**src/rtl/reg_read_port_pkg.sv**
```systemverilog
// rtl/reg_read_port_pkg.sv - shared sizes and occupancy state for the register read port
package reg_read_port_pkg;

    localparam int NREG   = 8;
    localparam int WIDTH  = 16;
    localparam int ADDR_W = 3;

    typedef enum logic [1:0] {
        EMPTY = 2'd0,
        ONE   = 2'd1,
        TWO   = 2'd2
    } occ_state_t;

endpackage

```
**src/rtl/reg_read_mux.sv**
```systemverilog
// rtl/reg_read_mux.sv - one read source: register slice select with same-cycle write forwarding
module reg_read_mux
    import reg_read_port_pkg::*;
#(
    parameter int NREG  = reg_read_port_pkg::NREG,
    parameter int WIDTH = reg_read_port_pkg::WIDTH
) (
    input  logic [NREG*WIDTH-1:0] i_regs_flat,
    input  logic [ADDR_W-1:0]     i_sel,
    input  logic                  i_wr_n,
    input  logic [ADDR_W-1:0]     i_wr_addr,
    input  logic [WIDTH-1:0]      i_wr_data,
    output logic [WIDTH-1:0]      o_data
);

    always_comb begin
        o_data = '0;
        // Indices with no backing register fall through as zero.
        for (int i = 0; i < NREG; i++) begin
            if (int'(i_sel) == i) begin
                o_data = i_regs_flat[i*WIDTH +: WIDTH];
            end
        end
        if (!i_wr_n && (i_wr_addr == i_sel)) begin
            o_data = i_wr_data;
        end
    end

endmodule

```
**src/rtl/reg_read_port.sv**
```systemverilog
// rtl/reg_read_port.sv - two-source register read port with 1-cycle latency and a one-entry skid buffer
module reg_read_port
    import reg_read_port_pkg::*;
#(
    parameter int NREG  = reg_read_port_pkg::NREG,
    parameter int WIDTH = reg_read_port_pkg::WIDTH
) (
    input  logic                  clk,
    input  logic                  reset,
    input  logic [NREG*WIDTH-1:0] regs_flat,
    input  logic                  wr_n,
    input  logic [ADDR_W-1:0]     wr_addr,
    input  logic [WIDTH-1:0]      wr_data,
    input  logic                  rd_req,
    input  logic [ADDR_W-1:0]     rd_addr_a,
    input  logic [ADDR_W-1:0]     rd_addr_b,
    output logic                  rd_ready,
    output logic                  rd_valid,
    output logic [WIDTH-1:0]      rd_data_a,
    output logic [WIDTH-1:0]      rd_data_b,
    input  logic                  rd_accept
);

    occ_state_t       r_state;
    occ_state_t       w_state_nxt;
    logic [WIDTH-1:0] r_out_a, r_out_b;
    logic [WIDTH-1:0] r_skid_a, r_skid_b;
    logic [WIDTH-1:0] w_src_a, w_src_b;
    logic             w_accept, w_take;
    logic             w_load_out, w_load_skid, w_skid_to_out;

    reg_read_mux #(.NREG(NREG), .WIDTH(WIDTH)) u_mux_a (
        .i_regs_flat (regs_flat),
        .i_sel       (rd_addr_a),
        .i_wr_n      (wr_n),
        .i_wr_addr   (wr_addr),
        .i_wr_data   (wr_data),
        .o_data      (w_src_a)
    );

    reg_read_mux #(.NREG(NREG), .WIDTH(WIDTH)) u_mux_b (
        .i_regs_flat (regs_flat),
        .i_sel       (rd_addr_b),
        .i_wr_n      (wr_n),
        .i_wr_addr   (wr_addr),
        .i_wr_data   (wr_data),
        .o_data      (w_src_b)
    );

    // Handshake flags depend only on registered state, never on rd_accept.
    assign rd_ready  = (r_state != TWO);
    assign rd_valid  = (r_state != EMPTY);
    assign rd_data_a = r_out_a;
    assign rd_data_b = r_out_b;
    assign w_accept  = rd_req & rd_ready;
    assign w_take    = rd_valid & rd_accept;

    always_ff @(posedge clk) begin
        if (!reset) begin
            r_state <= EMPTY;
        end else begin
            r_state <= w_state_nxt;
        end
    end

    always_comb begin
        w_state_nxt   = r_state;
        w_load_out    = 1'b0;
        w_load_skid   = 1'b0;
        w_skid_to_out = 1'b0;
        case (r_state)
            EMPTY: begin
                if (w_accept) begin
                    w_state_nxt = ONE;
                    w_load_out  = 1'b1;
                end
            end
            ONE: begin
                if (w_accept && w_take) begin
                    w_load_out = 1'b1;
                end else if (w_accept) begin
                    w_state_nxt = TWO;
                    w_load_skid = 1'b1;
                end else if (w_take) begin
                    w_state_nxt = EMPTY;
                end
            end
            TWO: begin
                if (w_take) begin
                    w_state_nxt   = ONE;
                    w_skid_to_out = 1'b1;
                end
            end
            default: w_state_nxt = EMPTY;
        endcase
    end

    always_ff @(posedge clk) begin
        if (!reset) begin
            r_out_a  <= '0;
            r_out_b  <= '0;
            r_skid_a <= '0;
            r_skid_b <= '0;
        end else begin
            if (w_load_out) begin
                r_out_a <= w_src_a;
                r_out_b <= w_src_b;
            end else if (w_skid_to_out) begin
                r_out_a <= r_skid_a;
                r_out_b <= r_skid_b;
            end
            if (w_load_skid) begin
                r_skid_a <= w_src_a;
                r_skid_b <= w_src_b;
            end
        end
    end

endmodule

```
**config.mk**
```make
export PLATFORM = sky130hd
export DESIGN_NAME = reg_read_port
export DESIGN_NICKNAME = d
export VERILOG_FILES = /design/src/rtl/reg_read_port_pkg.sv /design/src/rtl/reg_read_mux.sv /design/src/rtl/reg_read_port.sv
export SDC_FILE = /design/constraint.sdc
export NUM_CORES = 1
export LEC_CHECK = 0
export CORE_MARGIN = 3
export CORE_UTILIZATION = 55
export DETAILED_ROUTE_END_ITERATION = 10
export DONT_BUFFER_PORTS = 1
export PLACE_DENSITY = 0.7
export SYNTH_ARGS = -nofsm -noshare
export SYNTH_HDL_FRONTEND = slang
export SYNTH_SLANG_ARGS = --single-unit
export TNS_END_PERCENT = 1
```
**constraint.sdc**
```tcl
create_clock -name clk -period 1.85 [get_ports clk]
set_input_delay 0.2775 -clock clk [delete_from_list [all_inputs] [get_ports clk]]
set_output_delay 0.2775 -clock clk [all_outputs]
set_load 0.01 [all_outputs]
```
==> metrics.cfg <==
[run_status]
outcome=finished clean

[logic_synthesis]
yosysWarnings=0
synth_top_area_share=0.242
synth_most_common_cell=o21ai_0
synth.lib_cells_used.distinct=51
synth_top_flop_cell=dfxtp_1
synthesis.area_sq_mm=0.00547
synth_area_leaders=dfxtp_1 24%, mux2_2 8.2%, o21ai_0 7.0%
yosysTopAreaCell=dfxtp_1
syn_area_per_cell_sq_um=7.92
yosysSeqAreaShare=0.242
syn-num-nets=849
async_reset_ff_frac=0
netlist_instances=691
synth_edf_count=0
synth_common_cells=77 x o21ai_0, 66 x dfxtp_1, 64 x a21oi_1, 60 x nand2_1, 41 x o221ai_1
ys_seq_elements=66

[floorplanning]
fp.dieH_um=106
design.core.area_sq_mm=0.00946
std_cell_rows=35
initial_core_util=0.578
pin_count=192
die_w_um=106
fp.dieArea_sq_mm=0.0112

[finish]
diodes=0
layout.nets=815
fin_cells=791
drive_gt1_frac=0.150
utilization=0.607
finish.instance_area_sq_mm=0.00574
areaGrowthSynthToFinish_pct=4.89

[sta]
setup_viol=0
setup_slack_ps=172
fmax_ghz=0.596
maxSlewHeadroom=0.625
fin_skew_ps=7.66
drv_slew=0
hold_viol_final=0
fin_crit_sh=0.907
worst_pin_slew_ps=559
hold_ws_ps=59.2
rsz0062_at_grt=no
fin_crit_ps=1680
setup_tns_ps=0

[grt]
grt_max_degree=76
track_usage=0.327
antenna_found_initial=0
grt_pass1_vias=5629
grt_pass1_wl_um=29400
gr-total-overflow=0

[run]
maxCapViolations=0

[worst_setup_path]
slowest_delay_ps=340
r2r_start=r_state[1]
start_kind=flip-flop
worstPathCellList=buf_4 -> nand2b_1 -> nor2_4 -> nand3_1 -> o221ai_1
reg2regPathDepth=5
crit_path_start=r_state[1]
cp-endpoint=r_skid_a[11]
crit_slowest_cell=dfxtp_1
cp_max_fo=11
regToRegSetupSlack_ps=170
r2r_end=r_skid_a[11]
crit_type=flip-flop to flip-flop
worst_ep_arrival_time_ps=1940
endpoint_kind=flip-flop
required_ps=2110

[power]
seqPwrFrac=0.419
irDropWorstVdd_mv=0.499
p_sw_mw=1.13
pwr-share-comb=0.232
intPower_mw=2.75
p_per_area_mw_per_mm2=676
leakagePower_nw=2.05
pwr-share-clk=0.349
p_total_mw=3.88
sw_frac_of_total=0.292

[clock_tree]
clk_latency_ps=350
cts_root_buffer=clkbuf_8
htree_levels=3
cts_buffer_depth=2
cts.sinks=66
cts_tree=done
path_clk_slew_ps=70
cts_setup_buffers=0
cts_buffers=9

[routing]
dr.pass1.iters=5
via_count=5824
first_iter_violations=508
drc_errors=0
routed_via_density=7.36
ant_nets=0
wl_per_cell_um=24.0
wl_um=19000

[worst_hold_path]
hold_class=input port to flip-flop
min_path_cells=1

[placed_design]
place_inst=775
placed_area_sq_mm=0.00552
io_buffers=0
place_ws_ps=48.8
gp_congestion=0.988
hpwl_um=13700

-- sequential cells by signal, indices dropped and copies added (netlist names) --
| name | count |
|---|---|
| r_skid_a | 16 |
| r_skid_b | 16 |
| r_state | 2 |
| rd_data_a | 16 |
| rd_data_b | 16 |
-- metal layers --
layer | routed length, um | GRT usage | up-vias
li1 | - | - | 2616
met1 | 6970 | 0.385 | 2778
met2 | 8830 | 0.526 | 358
met3 | 2290 | 0.124 | 72
met4 | 935 | 0.150 | 0
met5 | 0 | 0 | -
-- worst max-delay path: cells and delay by family, from the launching register on --
family          cells  cell delay, ps
simple gates        3             840
flops               1             340
compound gates      1             260
buf+inv             1             160
-- cell families (layout without fill, tap and decap cells) --
family	after synthesis	after routing	share of synthesized area
AOI/OAI and AO/OA	294	294	0.345
xor gates and xnor gates	6	6	0.00961
muxes	77	77	0.170
DFF	66	66	0.242
buffers and inverters	81	52	0.0725
and+or+nand+nor	167	167	0.161
-- worst min-delay path by stage --
stage                    endpoint        start
finish                 r_state[0]        reset
CTS                 rd_data_a[13]        reset
global placement       r_state[0]        reset
detailed placement  rd_data_a[13]        reset
floorplan            r_skid_a[11]  wr_data[11]
global route           r_state[0]        reset
-- cells in the final DEF, fill, tap and decap left out, types with 4 or more instances in the layout --
cell,count
nand3_1,14
clkbuf_8,10
nand4_1,13
nor2b_1,16
o22ai_1,13
mux2_1,4
mux2_2,40
o21a_1,4
mux4_2,7
and3b_1,7
dfxtp_1,66
buf_4,23
o2111ai_1,7
mux2i_1,25
nand2_1,60
o21ai_0,77
a211oi_1,12
and3_1,7
o32ai_1,13
o221ai_1,41
a21oi_1,63
nor2_1,14
inv_1,8
o211ai_1,11
a31oi_1,38
nand2b_1,18
-- area by class of cell --
class | instances | area (sq um)
fillers | 854 | 3720
clock inverters | 5 | 77.6
inverters | 11 | 41.3
repair buffers | 25 | 213
well taps | 129 | 161
multi-input cells | 544 | 3780
clock buffers | 11 | 141
flip-flops and latches | 66 | 1320
-- what timing repair did --
action                     in CTS  in global routing
hold endpoints to repair        0                  0
setup endpoints to repair       0                 16
gates resized for setup         0                  1
hold buffers                    0                  0
-- power groups by stage --
stage                     registers, mW  clock network (mW)  logic, mW
after floorplan                    1.63                   0      0.781
after global placement             1.66                   0      0.866
after detailed placement           1.66                   0      0.885
after CTS                          1.63                1.36      0.890
after global routing               1.64                1.42      0.982
final                              1.63                1.35      0.900
(Power assumes the default switching activity.)
